===== src/rtl/pet_pkg.sv =====
// rtl/pet_pkg.sv - shared need indices, FSM encoding and default periods for the pet datapath
package pet_pkg;

    localparam int NEED_E  = 0;
    localparam int NEED_M  = 1;
    localparam int NEED_D  = 2;
    localparam int NEED_A  = 3;
    localparam int N_NEEDS = 4;

    typedef enum logic [1:0] {
        IDLE     = 2'd0,
        GRANT    = 2'd1,
        COOLDOWN = 2'd2
    } state_t;

    localparam int DEF_CLK_FREQ    = 50000000;
    localparam int DEF_TEST_CYCLES = 50000;
    localparam int DEF_ACTION_SEC  = 5;
    localparam int DEF_COOLDOWN_SEC = 2;
    localparam int DEF_DECAY_E     = 20;
    localparam int DEF_DECAY_M     = 40;
    localparam int DEF_DECAY_D     = 30;
    localparam int DEF_DECAY_A     = 15;

    // Bits needed to count 0..max_val-1, never less than one.
    function automatic int cnt_width(input int max_val);
        return (max_val < 2) ? 1 : $clog2(max_val);
    endfunction

endpackage


===== src/rtl/prescaler_seg.sv =====
// rtl/prescaler_seg.sv - one-second tick generator with normal and accelerated time bases
module prescaler_seg
    import pet_pkg::*;
#(
    parameter int CLK_FREQ    = DEF_CLK_FREQ,
    parameter int TEST_CYCLES = DEF_TEST_CYCLES
) (
    input  logic clk,
    input  logic Bot_Reset,
    input  logic Bot_Test,
    input  logic en,
    input  logic clear,
    output logic sec_tick
);

    localparam int PMAX = (CLK_FREQ > TEST_CYCLES) ? CLK_FREQ : TEST_CYCLES;
    localparam int PW   = cnt_width(PMAX);

    logic [PW-1:0] cnt;
    logic [PW-1:0] last;
    logic          test_q;
    logic          test_edge;

    assign last      = Bot_Test ? PW'(TEST_CYCLES - 1) : PW'(CLK_FREQ - 1);
    assign test_edge = Bot_Test ^ test_q;
    // A mode switch restarts the second, so no tick may escape on the switch cycle.
    assign sec_tick  = en && !test_edge && (cnt == last);

    always_ff @(posedge clk or negedge Bot_Reset) begin
        if (!Bot_Reset) begin
            cnt    <= '0;
            test_q <= 1'b0;
        end else begin
            test_q <= Bot_Test;
            if (clear || test_edge) begin
                cnt <= '0;
            end else if (en) begin
                cnt <= (cnt == last) ? '0 : cnt + PW'(1);
            end
        end
    end

endmodule


===== src/rtl/planificador_necesidades.sv =====
// rtl/planificador_necesidades.sv - round-robin action arbiter with timed windows and per-need decay ticks
module planificador_necesidades
    import pet_pkg::*;
#(
    parameter int CLK_FREQ     = DEF_CLK_FREQ,
    parameter int TEST_CYCLES  = DEF_TEST_CYCLES,
    parameter int ACTION_SEC   = DEF_ACTION_SEC,
    parameter int COOLDOWN_SEC = DEF_COOLDOWN_SEC,
    parameter int DECAY_E      = DEF_DECAY_E,
    parameter int DECAY_M      = DEF_DECAY_M,
    parameter int DECAY_D      = DEF_DECAY_D,
    parameter int DECAY_A      = DEF_DECAY_A
) (
    input  logic       clk,
    input  logic       Bot_Reset,
    input  logic       Bot_Test,
    input  logic       en,
    input  logic [3:0] req,
    output logic [3:0] grant,
    output logic       busy,
    output logic       senal_5seg,
    output logic [3:0] tick_decay
);

    localparam int SMAX = (ACTION_SEC > COOLDOWN_SEC) ? ACTION_SEC : COOLDOWN_SEC;
    localparam int CW   = cnt_width(SMAX);

    state_t       state;
    logic [CW-1:0] sec_cnt;
    logic [1:0]   rr_ptr;
    logic [1:0]   gnt_idx;
    logic         sec_tick;
    logic         clear;
    logic         pick_valid;
    logic [1:0]   pick_idx;
    logic [1:0]   cand;
    logic         abort;
    logic         win_done;
    logic         cd_done;

    prescaler_seg #(
        .CLK_FREQ   (CLK_FREQ),
        .TEST_CYCLES(TEST_CYCLES)
    ) u_prescaler (
        .clk      (clk),
        .Bot_Reset(Bot_Reset),
        .Bot_Test (Bot_Test),
        .en       (en),
        .clear    (clear),
        .sec_tick (sec_tick)
    );

    // Scan from the highest offset down so the lowest offset from rr_ptr wins.
    always_comb begin
        pick_valid = 1'b0;
        pick_idx   = rr_ptr;
        cand       = rr_ptr;
        for (int k = N_NEEDS - 1; k >= 0; k--) begin
            cand = rr_ptr + 2'(k);
            if (req[cand]) begin
                pick_valid = 1'b1;
                pick_idx   = cand;
            end
        end
    end

    assign abort    = !en || !req[gnt_idx];
    assign win_done = sec_tick && (sec_cnt == CW'(ACTION_SEC - 1));
    assign cd_done  = sec_tick && (sec_cnt == CW'(COOLDOWN_SEC - 1));

    always_comb begin
        clear = 1'b0;
        case (state)
            IDLE:    clear = en && pick_valid;
            GRANT:   clear = abort || win_done;
            default: clear = 1'b0;
        endcase
    end

    always_ff @(posedge clk or negedge Bot_Reset) begin
        if (!Bot_Reset) begin
            state      <= IDLE;
            sec_cnt    <= '0;
            rr_ptr     <= 2'd0;
            gnt_idx    <= 2'd0;
            grant      <= 4'b0;
            busy       <= 1'b0;
            senal_5seg <= 1'b0;
        end else begin
            senal_5seg <= 1'b0;
            case (state)
                IDLE: begin
                    if (en && pick_valid) begin
                        state   <= GRANT;
                        grant   <= 4'(1) << pick_idx;
                        busy    <= 1'b1;
                        gnt_idx <= pick_idx;
                        rr_ptr  <= pick_idx + 2'd1;
                        sec_cnt <= '0;
                    end
                end
                GRANT: begin
                    if (abort) begin
                        grant   <= 4'b0;
                        state   <= COOLDOWN;
                        sec_cnt <= '0;
                    end else if (win_done) begin
                        grant      <= 4'b0;
                        senal_5seg <= 1'b1;
                        state      <= COOLDOWN;
                        sec_cnt    <= '0;
                    end else if (sec_tick) begin
                        sec_cnt <= sec_cnt + CW'(1);
                    end
                end
                COOLDOWN: begin
                    if (cd_done) begin
                        state   <= IDLE;
                        busy    <= 1'b0;
                        sec_cnt <= '0;
                    end else if (sec_tick) begin
                        sec_cnt <= sec_cnt + CW'(1);
                    end
                end
                default: begin
                    state <= IDLE;
                    grant <= 4'b0;
                    busy  <= 1'b0;
                end
            endcase
        end
    end

    for (genvar i = 0; i < N_NEEDS; i++) begin : g_decay
        localparam int PER = (i == NEED_E) ? DECAY_E :
                             (i == NEED_M) ? DECAY_M :
                             (i == NEED_D) ? DECAY_D : DECAY_A;
        localparam int DW  = cnt_width(PER);

        logic [DW-1:0] dcnt;
        logic          dtick;

        // A need being served does not decay; its period restarts once the grant ends.
        always_ff @(posedge clk or negedge Bot_Reset) begin
            if (!Bot_Reset) begin
                dcnt  <= '0;
                dtick <= 1'b0;
            end else begin
                dtick <= 1'b0;
                if (grant[i]) begin
                    dcnt <= '0;
                end else if (sec_tick) begin
                    if (dcnt == DW'(PER - 1)) begin
                        dcnt  <= '0;
                        dtick <= 1'b1;
                    end else begin
                        dcnt <= dcnt + DW'(1);
                    end
                end
            end
        end

        assign tick_decay[i] = dtick;
    end

endmodule

===== config.mk =====
export PLATFORM = sky130hd
export DESIGN_NAME = planificador_necesidades
export DESIGN_NICKNAME = d
export VERILOG_FILES = /design/src/rtl/pet_pkg.sv /design/src/rtl/prescaler_seg.sv /design/src/rtl/planificador_necesidades.sv
export SDC_FILE = /design/constraint.sdc
export NUM_CORES = 1
export LEC_CHECK = 0
export ABC_AREA = 1
export CAP_MARGIN = 20
export CORE_MARGIN = 8
export CORE_UTILIZATION = 45
export CTS_CLUSTER_DIAMETER = 100
export DETAILED_ROUTE_END_ITERATION = 16
export SETUP_SLACK_MARGIN = 0.5
export SLEW_MARGIN = 40
export SYNTH_ARGS = -nofsm -noshare
export SYNTH_HDL_FRONTEND = slang
export SYNTH_SLANG_ARGS = --single-unit

===== constraint.sdc =====
create_clock -name clk -period 2.85 [get_ports clk]
set_input_delay 0.57 -clock clk [delete_from_list [all_inputs] [get_ports clk]]
set_output_delay 0.57 -clock clk [all_outputs]
set_load 0.02 [all_outputs]

==> results of run 1 <==
-- registers in the layout, summed over array words and instances (netlist names) --
name                count
state                   2
u_prescaler.cnt        26
senal_5seg              1
g_decay.dtick           4
busy                    1
sec_cnt                 3
g_decay.dcnt           20
grant                   4
gnt_idx                 2
u_prescaler.test_q      1
rr_ptr                  2
-- power by group through the flow --
stage                     Combinational [W]  Clock, W  Sequential, W
after CTS                           0.00104  0.000730        0.00110
after detailed placement            0.00103         0        0.00112
after global routing                0.00117  0.000770        0.00111
after global placement              0.00102         0        0.00111
final                               0.00103  0.000709        0.00110
after floorplan                    0.000791         0        0.00111
-- cell usage after synthesis, types with 9 or more instances --
| cell type | n |
|---|---|
| sky130_fd_sc_hd__a21oi_1 | 19 |
| sky130_fd_sc_hd__dfrtp_1 | 66 |
| sky130_fd_sc_hd__ha_1 | 18 |
| sky130_fd_sc_hd__inv_1 | 83 |
| sky130_fd_sc_hd__nand2_1 | 153 |
| sky130_fd_sc_hd__nand3_1 | 39 |
| sky130_fd_sc_hd__nand4_1 | 11 |
| sky130_fd_sc_hd__nor2_1 | 83 |
| sky130_fd_sc_hd__nor3_1 | 22 |
| sky130_fd_sc_hd__o21ai_0 | 20 |
| sky130_fd_sc_hd__o21ai_1 | 9 |
| sky130_fd_sc_hd__xor2_1 | 18 |
-- area by class of cell --
| type | count | area share (%) |
|---|---|---|
| tap | 133 | 3.43 |
| multi-input combinational | 444 | 47.6 |
| timing repair buffer | 24 | 4.75 |
| sequential | 66 | 34.0 |
| inverter | 85 | 6.58 |
| clock inverter | 4 | 0.567 |
| clock buffer | 12 | 2.99 |
-- through the flow --
step / utilization (%) / cell area (um2) / hold WS [ns] / setup slack (ns) / instances
floorplan: - / 4400 / 0.274 / 0.994 / 614
global placement: 48.5 / 4670 / 0.481 / 0.373 / 752
detailed placement: 48.5 / 4670 / 0.482 / 0.323 / 752
CTS: 50.2 / 4840 / 0.244 / 0.703 / 768
global route: 50.3 / 4850 / 0.273 / 0.512 / 768
finish: 50.3 / 4850 / 0.227 / 0.737 / 768
-- cells in the final DEF (no fill, tap or decap), drive strengths merged --
cell             n
and3             3
nor3            24
o22ai            6
or2              2
nor2            90
a21o             1
a21boi           1
a21oi           22
nand4           12
xnor2            5
clkinv           1
clkbuf          12
o31ai            3
o21ai           29
clkinvlp         3
dfrtp           66
xor2            18
inv             85
nand2          158
o211ai           1
clkdlybuf4s50   16
buf              8
nand3           44
nand3b           3
nor4             2
ha              18
o21a             2
-- routing by layer --
metal	GRT usage, %	routed length (um)	vias to the layer above
li1	-	-	1972
met4	5.78	171	0
met5	0	0	-
met1	21.1	5030	1759
met2	24.6	4350	62
met3	3.47	359	15
-- worst reg2reg max path, cell delays in order, from the launching register on --
cell and delay, ns:
sky130_fd_sc_hd__dfrtp_1 0.41, sky130_fd_sc_hd__ha_1 0.19, sky130_fd_sc_hd__inv_1 0.08, sky130_fd_sc_hd__nor2_4 0.21, sky130_fd_sc_hd__inv_2 0.08, sky130_fd_sc_hd__nor2_1 0.09
sky130_fd_sc_hd__nand2_1 0.06, sky130_fd_sc_hd__a21oi_2 0.19, sky130_fd_sc_hd__nand4_2 0.14, sky130_fd_sc_hd__nand3_1 0.11, sky130_fd_sc_hd__nand2_1 0.09, sky130_fd_sc_hd__nand3_4 0.25
sky130_fd_sc_hd__nor2_1 0.09
-- cell families (layout without fill, tap and decap cells) --
| logic type | after synthesis | after routing | synth area share (%) |
|---|---|---|---|
| adders and majority gates | 18 | 18 | 5.11 |
| and+or+nand+nor | 338 | 338 | 34.3 |
| AOI/OAI and AO/OA | 65 | 65 | 8.35 |
| DFF | 66 | 66 | 37.5 |
| xor gates and xnor gates | 23 | 23 | 4.57 |
| buffers and inverters | 104 | 125 | 10.2 |
-- path summary, 6_finish.rpt --
path	start	end	slack [ns]	cells after the start
max	grant[1]$_DFFE_PN0P_	grant[1]	0.74	1
min	Bot_Reset	u_prescaler.cnt[23]$_DFFE_PN0P_	0.23	1
max reg2reg	u_prescaler.cnt[0]$_DFFE_PN0P_	u_prescaler.cnt[19]$_DFFE_PN0P_	0.74	12
min reg2reg	grant[3]$_DFFE_PN0P_	g_decay[3].dtick$_DFF_PN0_	0.50	1
max in group asynchronous	Bot_Reset	g_decay[3].dcnt[3]$_DFFE_PN0P_	1.98	2
min in group clk	grant[3]$_DFFE_PN0P_	g_decay[3].dtick$_DFF_PN0_	0.50	1
==> summary.txt, run 1 <==
Status
  – Result of the run: completed

Clock network
  – Number of buffers inserted during clock tree synthesis: 9
  – Post-cts repair resize count: 0
  – Clock-pin slew of the registers on the worst-case setup and hold paths: around 0.080 ns
  – Clk Latency, worst-skew pair: ~0.36 ns
  – H-tree depth reported by CTS: 3
  – Clock Sink Count: 66
  – CTS tree: built
  – Buffer levels on the longest clock path: 2
  – Clock root buffer master: sky130_fd_sc_hd__clkbuf_8
  – Post-CTS Hold Fix Bufs: 0
  – Number of setup buffers added after CTS: 0

STA
  – Count of pins over their slew limit: 0
  – Count of final setup violators: 0
  – Achievable clock frequency: 473 MHz
  – Fin. Hold Viols: 0
  – Unrepaired setup endpoints after global routing: false
  – Setup clock skew after layout: between 0.01 and 0.015 ns
  – Transition time at the pin with the least slew margin: about 0.63 ns
  – Final total negative setup slack: 0 ns
  – Fin crit share: approximately 74%
  – Max_slew headroom: 58.0%
  – Minimum period implied by the final worst setup slack: 2.11 ns

Setup path
  – Critical Path Start Type: register
  – Cell breakdown of the critical path: clkdlybuf4s50_1
  – Cell family contributing the most delay on the critical path: buffers and inverters
  – Kind of end point of the critical path: output port
  – Peak per-stage delay on the critical path: roughly 0.67 ns
  – Arrival time of data at the critical path endpoint: about 1.5 ns
  – Critical Setup Path Class: reg2out
  – CP Max Fanout: 7
  – Critical path's slowest cell: sky130_fd_sc_hd__clkdlybuf4s50_1
  – Data required time at the worst endpoint: 2.28 ns
  – Buffers and inverters on the worst path: 1

Cells and area
  – Number of filler cells placed in the layout: 970
  – Multi-input combinational cell area: 0.00231 mm2
  – Total Nets Final: around 660
  – Antenna diode count: 0
  – Fraction of final layout cells with drive strength greater than 1: ~8%
  – Layout Area Growth over Synthesis: 10.1%
  – Register cell area after layout: about 0.0017 mm2

Pwr
  – VDD IR-drop max: 0.513 mV
  – Relative contribution of sequential cells to total power: 38.7%
  – Switch share: roughly two fifths
  – Net Switching: around 0.0011 W
  – Static leakage: about 2.2 nW
  – Cell-internal power: roughly 0.0017 W
  – Power after layout: ~0.0028 W
  – PD cells: between 500 and 600 mW/mm2
  – Part of the total power dissipated in combinational logic: a little over a third
  – Clock power share: between 20% and 30%

GRT
  – Vias in the first global route: roughly 3,600
  – Initial antenna violation count: 0
  – Global router's overall resource usage: 15.8%
  – Wire length of the first global-routing pass: around 17,000 um
  – Pin count of the biggest net entering global routing: 42
  – Total global routing overflow: 0

Synthesis
  – Count of state elements after synthesis: 66
  – EDFF count, synth: 0
  – Fraction of the yosys area taken by sequential cells: between 30% and 40%
  – Synthesized area: 0.00440 mm2
  – Count of mapped cells out of synthesis: between 600 and 700
  – Syn. warnings: 0
  – Number of distinct library cell variants in the gate-level netlist after synthesis: 38
  – Fraction of post-synthesis cell area in the top cell type by area: a little under two fifths
  – Top FF cell, synth: sky130_fd_sc_hd__dfrtp_1
  – Top cells by area in the synthesized netlist: sky130_fd_sc_hd__dfrtp_1 (38%), sky130_fd_sc_hd__nand2_1 (13%), sky130_fd_sc_hd__inv_1 (7.1%), sky130_fd_sc_hd__nor2_1 (7.1%), sky130_fd_sc_hd__ha_1 (5.1%)
  – Mean instance size in the synthesized netlist: 7.17 um2
  – Yosys top cell by area: sky130_fd_sc_hd__dfrtp_1
  – Post-synth net total: between 600 and 700
  – Share of synthesized registers carrying an async set or reset: between 90% and 100%

Routing
  – Drt first pass iters: 4
  – Post-DR vias/cell: between 4 and 5
  – Number of nets with antenna violations after detailed routing: 0
  – DRC marker count from the first detailed-route iteration: 193
  – Drt total wl: roughly 9900 um
  – Post-detailed-route wirelength per cell: 12.9 um
  – Total number of vias: about 3,800
  – DRC errors left: 0

Floorplanning
  – Area of the core region: between 0.009 and 0.01 mm2
  – Starting density of the core: roughly 46%
  – Die span in x: 115 um
  – Boundary pin count: 18
  – Die Outline Area: approximately 0.013 mm2
  – Vertical extent of the die: between 100 and 150 um
  – Number of placement rows: 36

Placement
  – Post-DP HPWL: ~7400 um
  – Count of input and output buffers: 17
  – Routability-driven placement congestion ratio: around 0.91

Flow run
  – Number of maximum-capacitance constraint violations: 0

Worst hold path
  – Min-delay worst type: in2async
(Power assumes the default switching activity.)
==> run 2: changes to the inputs <==
==> constraint.sdc (replaced) <==
create_clock -name clk -period 1.7 [get_ports clk]
set_input_delay 0.34 -clock clk [delete_from_list [all_inputs] [get_ports clk]]
set_output_delay 0.34 -clock clk [all_outputs]
set_load 0.02 [all_outputs]
==> summary.txt, run 2 (synthesized netlist as in run 1, its figures left out) <==
Pwr
  – Static leakage: 2.89 nW (+32%)
  – PD cells: 975 mW/mm2 (+67%)
  – VDD IR-drop max: 0.875 mV (+71%)

Setup path
  – Cell breakdown of the critical path: buf_12 -> or2_4 -> nand3_4 -> nand3_2 -> nand2_2 -> nand3_4 -> xor2_4 -> inv_1 -> ha_2 -> nand2_1 -> o21ai_1
  – Peak per-stage delay on the critical path: 0.46 ns (-0.21 ns)
  – Critical Setup Path Class: reg2reg
  – Critical path's slowest cell: sky130_fd_sc_hd__dfrtp_2
  – Data required time at the worst endpoint: 1.93 ns (-0.35 ns)
  – Cell repeated most along the worst path: sky130_fd_sc_hd__nand3_4
  – Kind of end point of the critical path: register
  – Arrival time of data at the critical path endpoint: 2.18 ns (+0.64 ns)
  – Critical Path Start Type: register
  – Register-to-register setup slack: -0.25 ns (-0.99 ns)
  – CP Max Fanout: 4 (-3)

Placement
  – Post-DP HPWL: 8430 um (+14%)
  – Routability-driven placement congestion ratio: 0.934 (+2.4%)
  – Count of input and output buffers: 17 (unchanged)
  – Post-detailed-placement cell area: 0.00546 mm2 (+17%)

STA
  – Achievable clock frequency: about 510 MHz
  – Minimum period implied by the final worst setup slack: roughly 2.0 ns
  – Max_slew headroom: 63.3% (+5.2 points)
  – Unrepaired setup endpoints after global routing: true
  – Count of final setup violators: 61 (+61)
  – Transition time at the pin with the least slew margin: 0.551 ns (-0.0785 ns)
  – Fin. Hold Viols: 0 (unchanged)
  – Fin crit share: 115%
  – Final worst setup slack: -0.252 ns (-0.988 ns)
  – Setup clock skew after layout: 0.0172 ns (+0.00568 ns)
  – Count of pins over their slew limit: 0 (unchanged)

GRT
  – Global router's overall resource usage: 18.9% (+3.1 points)
  – Pin count of the biggest net entering global routing: 27 (-36%)
  – Met1 usage: 24.8% (+3.7 points)
  – Total global routing overflow: 0 (unchanged)
  – Top Usage Layer GRT: met2
  – Vias in the first global route: 4,329 (+19%)
  – Wire length of the first global-routing pass: 20,100 um (+19%)
  – Met2 GRT Util: 31.1% (+6.6 points)
  – Met3 routing resource usage after global routing: 3.36% (-0.11 points)
  – Initial antenna violation count: 0 (unchanged)

Cells and area
  – Register containing the most flip-flops in the final layout: u_prescaler.cnt
  – Flip-flop count of the largest register after layout: 26 (unchanged)
  – Most frequent standard cell in the layout excluding fill and tap cells: sky130_fd_sc_hd__nand2_1
  – Antenna diode count: 0 (unchanged)
  – Total Nets Final: 763 (+16%)
  – Largest registers: u_prescaler.cnt x26, g_decay.dcnt x20
  – Post-route standard cell area excluding fillers: 0.00623 mm2 (+28%)
  – Most frequent cells in the layout: sky130_fd_sc_hd__nand2_1 (131), sky130_fd_sc_hd__buf_4 (98), sky130_fd_sc_hd__inv_1 (78), sky130_fd_sc_hd__nor2_1 (78), sky130_fd_sc_hd__dfrtp_1 (65)
  – Fraction of final layout cells with drive strength greater than 1: 32.5% (+24 points)
  – Core occupancy in the finished layout: 64.6% (+14 points)
  – Layout Area Growth over Synthesis: 41.4%

Floorplanning
  – Number of placement rows: 36 (unchanged)
  – Starting density of the core: 45.7% (unchanged)
  – Vertical extent of the die: 115 um (unchanged)
  – Boundary pin count: 18 (unchanged)
  – Die span in x: 115 um (unchanged)
  – Die Outline Area: 0.0132 mm2 (unchanged)
  – Area of the core region: 0.00964 mm2 (unchanged)

Routing
  – Total number of vias: 4,331 (+14%)
  – Post-DR vias/cell: 4.95 (-0.17%)
  – Number of nets with antenna violations after detailed routing: 0 (unchanged)
  – DRC marker count from the first detailed-route iteration: 248 (+28%)
  – Drt first pass iters: 5 (+1)
  – Post-detailed-route wirelength per cell: 13.5 um (+5.0%)
  – DRC errors left: 0 (unchanged)
  – Drt total wl: 11,800 um (+20%)

Clock network
  – Number of buffers inserted during clock tree synthesis: 9 (unchanged)
  – H-tree depth reported by CTS: 3 (unchanged)
  – CTS tree: built
  – Buffer levels on the longest clock path: 2 (unchanged)
  – Clock-pin slew of the registers on the worst-case setup and hold paths: 0.08 ns (about the same)
  – Clock Sink Count: 66 (unchanged)
  – Clk Latency, worst-skew pair: 0.36 ns (about the same)
  – Clock root buffer master: sky130_fd_sc_hd__clkbuf_8

Status
  – Violations in the final reports: setup timing
  – Result of the run: finished, violations left

Worst hold path
  – Min-delay worst type: reg2reg

Flow run
  – Number of maximum-capacitance constraint violations: 0 (unchanged)
-- run 2: changes by cell type in the layout (fill, tap and decap cells not counted), sizes merged --
cell,delta
buf,+116
clkdlybuf4s50,-10
clkbuf,-3
clkinv,+2
clkinvlp,-2
inv,+2
bufinv,+1
dlygate4sd3,+1
-- run 2: layout make-up --
class,count,area [um2]
Clock inverter,7,77.6
Timing Repair Buffer,131,1140
Sequential cell,66,1650
Fill cell,849,3410
Multi-Input combinational cell,444,2730
Inverter,85,332
Tap cell,133,166
Clock buffer,9,124
-- run 2: power breakdown --
part | switching, W | internal [W]
clock network | 0.000685 | 0.000690
registers | 0.000127 | 0.00169
logic | 0.00161 | 0.00127
-- run 2: worst paths after layout --
| path | cells after the start | to | from |
|---|---|---|---|
| worst max-delay path | 11 | grant[0]$_DFFE_PN0P_ | rr_ptr[0]$_DFFE_PN0P_ |
| worst min-delay path | 2 | g_decay[1].dcnt[1]$_DFFE_PN0P_ | g_decay[1].dcnt[1]$_DFFE_PN0P_ |
| worst max register to register | 11 | grant[0]$_DFFE_PN0P_ | rr_ptr[0]$_DFFE_PN0P_ |
| worst min register to register | 2 | g_decay[1].dcnt[1]$_DFFE_PN0P_ | g_decay[1].dcnt[1]$_DFFE_PN0P_ |
| max in group asynchronous | 3 | rr_ptr[0]$_DFFE_PN0P_ | Bot_Reset |
| min in group asynchronous | 2 | u_prescaler.cnt[11]$_DFFE_PN0P_ | Bot_Reset |
-- run 2: critical path, delay by kind of cell, from the launching register on --
family / cells / cell delay, ns
AND/OR/NAND/NOR: 6 / 0.66
flip-flops: 1 / 0.46
buffers and inverters: 2 / 0.25
XOR/XNOR: 1 / 0.24
adder cells (fa/ha/maj): 1 / 0.17
AO/OA/AOI/OAI: 1 / 0.07
-- run 2: routing by layer --
layer | share of wire (%) | up-vias
li1 | - | 2194
met1 | 47 | 2029
met2 | 48 | 87
met3 | 3.2 | 21
met4 | 1.6 | 0
met5 | 0 | -
-- run 2: repair_timing --
item                                    in CTS  in global routing
gates cloned                                 0                  0
hold buffers                                 1                  0
endpoints found under the setup margin      75                 75
gates resized for setup                    110                 36
setup buffers                               15                  5
hold endpoints to repair                    17                  0
pin swaps                                   10                 17
-- run 2: through the flow --
| stage | hold WS [ns] | instances | setup WS [ns] | total power, W | setup TNS, ns |
|---|---|---|---|---|---|
| finish | 0.502 | 875 | -0.252 | 0.00607 | -11.59 |
| global route | 0.545 | 875 | -0.432 | 0.00647 | -22.11 |
| CTS | 0.504 | 870 | -0.240 | 0.00571 | -10.71 |
| detailed placement | 0.361 | 838 | -0.480 | 0.00402 | -20.85 |
| global placement | 0.350 | 838 | -0.417 | 0.00398 | -19.70 |
| floorplan | 0.0444 | 614 | -0.0362 | 0.00329 | -0.666 |
==> run 3: changes to the inputs <==
--- a/config.mk
+++ b/config.mk
@@ -7,7 +7,6 @@
 export LEC_CHECK = 0
 export ABC_AREA = 1
 export CAP_MARGIN = 20
-export CORE_MARGIN = 8
 export CORE_UTILIZATION = 45
 export CTS_CLUSTER_DIAMETER = 100
 export DETAILED_ROUTE_END_ITERATION = 16
==> summary.txt, run 3 (synthesized netlist as in run 1, its figures left out) <==
Status
  – Result of the run: finished, violations left
  – Violations in the final reports: setup timing

Floorplanning
  – Die Outline Area: 0.0102 mm2 (-23%)
  – Boundary pin count: 18 (unchanged)
  – Number of placement rows: 35 (-2.8%)
  – Starting density of the core: 47.0% (+1.3 points)
  – Die span in x: 101 um (-12%)
  – Vertical extent of the die: 101 um (-12%)
  – Area of the core region: 0.00937 mm2 (-2.8%)

Routing
  – Post-DR vias/cell: 5.03 (+1.6%)
  – Number of nets with antenna violations after detailed routing: 0 (unchanged)
  – Top layer reached by signal wires: met4
  – Post-Route M1 WL: 5810 um (+4.2%)
  – DRC marker count from the first detailed-route iteration: 152 (-39%)
  – Post-detailed-route wirelength per cell: 13.9 um (+2.8%)
  – Total number of vias: 4,394 (+1.5%)
  – Drt first pass iters: 5 (unchanged)
  – DRC errors left: 0 (unchanged)
  – Drt total wl: 12,200 um (+2.7%)
  – DR WL met3: 469 um (+22%)
  – Total met2 wirelength after detailed routing: 5680 um (-0.37%)

STA
  – Count of final setup violators: 61 (unchanged)
  – Count of pins over their slew limit: 0 (unchanged)
  – Setup clock skew after layout: 0.0125 ns (-0.00467 ns)
  – Max_slew headroom: 70.6% (+7.3 points)
  – Final total negative setup slack: -10.29 ns (+1.30 ns)
  – Fin. Hold Viols: 0 (unchanged)
  – Final worst setup slack: -0.250 ns (+0.00114 ns)
  – Unrepaired setup endpoints after global routing: true
  – Achievable clock frequency: 513 MHz (about the same)
  – Fin crit share: 115% (about the same)
  – Minimum period implied by the final worst setup slack: 1.95 ns (-0.00114 ns)
  – Transition time at the pin with the least slew margin: 0.441 ns (-0.110 ns)

Cells and area
  – Total Nets Final: 766 (+0.39%)
  – Number of filler cells placed in the layout: 744 (-12%)
  – Register cell area after layout: 0.00166 mm2 (+0.15%)
  – Layout Area Growth over Synthesis: 47.5%
  – Multi-input combinational cell area: 0.00290 mm2 (+6.3%)
  – Flip-flop count of the largest register after layout: 26 (unchanged)
  – Largest registers: u_prescaler.cnt x26, g_decay.dcnt x20
  – Register containing the most flip-flops in the final layout: u_prescaler.cnt
  – Fraction of final layout cells with drive strength greater than 1: 38.9% (+6.4 points)
  – Most frequent standard cell in the layout excluding fill and tap cells: sky130_fd_sc_hd__nand2_1
  – Most frequent cells in the layout: sky130_fd_sc_hd__nand2_1 (122), sky130_fd_sc_hd__buf_4 (89), sky130_fd_sc_hd__inv_1 (75), sky130_fd_sc_hd__dfrtp_1 (63), sky130_fd_sc_hd__nor2_1 (55)
  – Antenna diode count: 0 (unchanged)

GRT
  – Total global routing overflow: 0 (unchanged)
  – Vias in the first global route: 4,153 (-4.1%)
  – Wire length of the first global-routing pass: 19,300 um (-3.8%)
  – Global router's overall resource usage: 24.5% (+5.6 points)
  – Initial antenna violation count: 0 (unchanged)
  – Pin count of the biggest net entering global routing: 30 (+11%)

Clock network
  – Number of buffers inserted during clock tree synthesis: 9 (unchanged)
  – Buffer levels on the longest clock path: 2 (unchanged)
  – Clock Sink Count: 66 (unchanged)
  – H-tree depth reported by CTS: 3 (unchanged)
  – Clk Latency, worst-skew pair: 0.35 ns (about the same)
  – Clock root buffer master: sky130_fd_sc_hd__clkbuf_8
  – Clock-pin slew of the registers on the worst-case setup and hold paths: 0.08 ns (about the same)
  – CTS tree: built

Pwr
  – Switch share: 40.1% (+0.26 points)
  – VDD IR-drop max: 0.873 mV (-0.19%)
  – Net Switching: 0.00260 W (+7.6%)
  – PD cells: 999 mW/mm2 (+2.5%)
  – Power after layout: 0.00649 W (+6.9%)
  – Clock power share: 23.6% (+1.0 points)
  – Static leakage: 2.92 nW (+1.2%)
  – Cell-internal power: 0.00389 W (+6.4%)
  – Relative contribution of sequential cells to total power: 28.2% (-1.8 points)
  – Part of the total power dissipated in combinational logic: 48.2% (+0.8 points)

Flow run
  – Number of maximum-capacitance constraint violations: 0 (unchanged)

Setup path
  – End of the worst register-to-register path: sec_cnt[1]$_DFFE_PN0P_
  – Worst setup endpoint: sec_cnt[1]$_DFFE_PN0P_
  – Critical Path Start Type: register
  – Worst reg2reg path depth: 12 (+1)
  – Startpoint of the lowest-slack register-to-register path: u_prescaler.cnt[0]$_DFFE_PN0P_
  – Arrival time of data at the critical path endpoint: 2.20 ns (+0.02 ns)
  – Kind of end point of the critical path: register
  – Register-to-register setup slack: -0.25 ns (about the same)
  – CP Max Fanout: 3 (-1)
  – Critical Setup Path Class: reg2reg
  – Origin of the worst setup path: u_prescaler.cnt[0]$_DFFE_PN0P_
  – Data required time at the worst endpoint: 1.95 ns (+0.02 ns)

Placement
  – Routability-driven placement congestion ratio: 0.938 (+0.39%)
  – Worst-case setup slack after placement: -0.465 ns (+0.0153 ns)
  – Post-DP HPWL: 8130 um (-3.6%)
  – Count of input and output buffers: 17 (unchanged)

Worst hold path
  – Min-delay worst type: in2async
-- run 3: repair_timing --
| action | in CTS | in global routing |
|---|---|---|
| gates resized for setup | 118 | 99 |
| hold buffers | 1 | 0 |
| gates cloned | 0 | 4 |
| pin swaps | 22 | 21 |
| buffers inserted | 15 | 8 |
| endpoints found under the hold margin | 14 | 0 |
| setup endpoints to repair | 75 | 75 |
-- run 3: worst max-delay path: stages (launching register included) --
cell                      delay (ns)
sky130_fd_sc_hd__dfrtp_1        0.36
sky130_fd_sc_hd__ha_2           0.19
sky130_fd_sc_hd__inv_2          0.05
sky130_fd_sc_hd__nor2_4         0.10
sky130_fd_sc_hd__inv_2          0.07
sky130_fd_sc_hd__nor2_4         0.09
sky130_fd_sc_hd__nand2_2        0.08
sky130_fd_sc_hd__a21oi_4        0.20
sky130_fd_sc_hd__nand4_1        0.24
sky130_fd_sc_hd__nand2_1        0.15
sky130_fd_sc_hd__nand2_1        0.08
sky130_fd_sc_hd__a21oi_2        0.18
sky130_fd_sc_hd__nor2_1         0.07
-- run 3: power by group through the flow --
stage | logic (W) | registers (W) | clock network, W
floorplan | 0.00143 | 0.00186 | 0
global placement | 0.00207 | 0.00186 | 0
detailed placement | 0.00211 | 0.00186 | 0
CTS | 0.00259 | 0.00183 | 0.00156
global route | 0.00341 | 0.00184 | 0.00162
finish | 0.00313 | 0.00183 | 0.00153
-- run 3: worst min-delay path by stage --
stage	from	to	slack [ns]	depth (start not counted)
after CTS	Bot_Reset	g_decay[1].dcnt[3]$_DFFE_PN0P_	0.47	2
after global placement	Bot_Reset	g_decay[0].dcnt[2]$_DFFE_PN0P_	0.30	1
after global routing	Bot_Reset	g_decay[1].dcnt[3]$_DFFE_PN0P_	0.50	2
after detailed placement	Bot_Reset	g_decay[0].dcnt[4]$_DFFE_PN0P_	0.31	1
final	Bot_Reset	g_decay[1].dcnt[3]$_DFFE_PN0P_	0.46	2
after floorplan	Bot_Reset	busy$_DFFE_PN0P_	0.04	0
-- run 3: layout make-up --
cell class                 instances  area share (%)
multi-input combinational        444            44.7
timing repair buffer             134            18.6
sequential                        66            25.5
clock inverter                     6            1.39
clock buffer                      10            2.12
inverter                          85            5.18
tap                              129            2.49
-- run 3: per-stage QoR --
step	hold slack, ns	area (um2)	instances	utilization (%)
3_3_place_gp	0.304	5410	830	57.7
6_report	0.458	6490	874	69.3
4_1_cts	0.467	6010	862	64.2
3_5_place_dp	0.305	5410	830	57.7
5_1_grt	0.497	6490	874	69.3
2_1_floorplan	0.0444	4510	614	-
-- run 3: metal layers --
metal  vias to the layer above  global-route usage, %
met1                      2078                   33.4
met4                         0                   8.58
met2                        89                   39.9
met3                        20                   3.47
li1                       2207                      -
met5                         -                      0
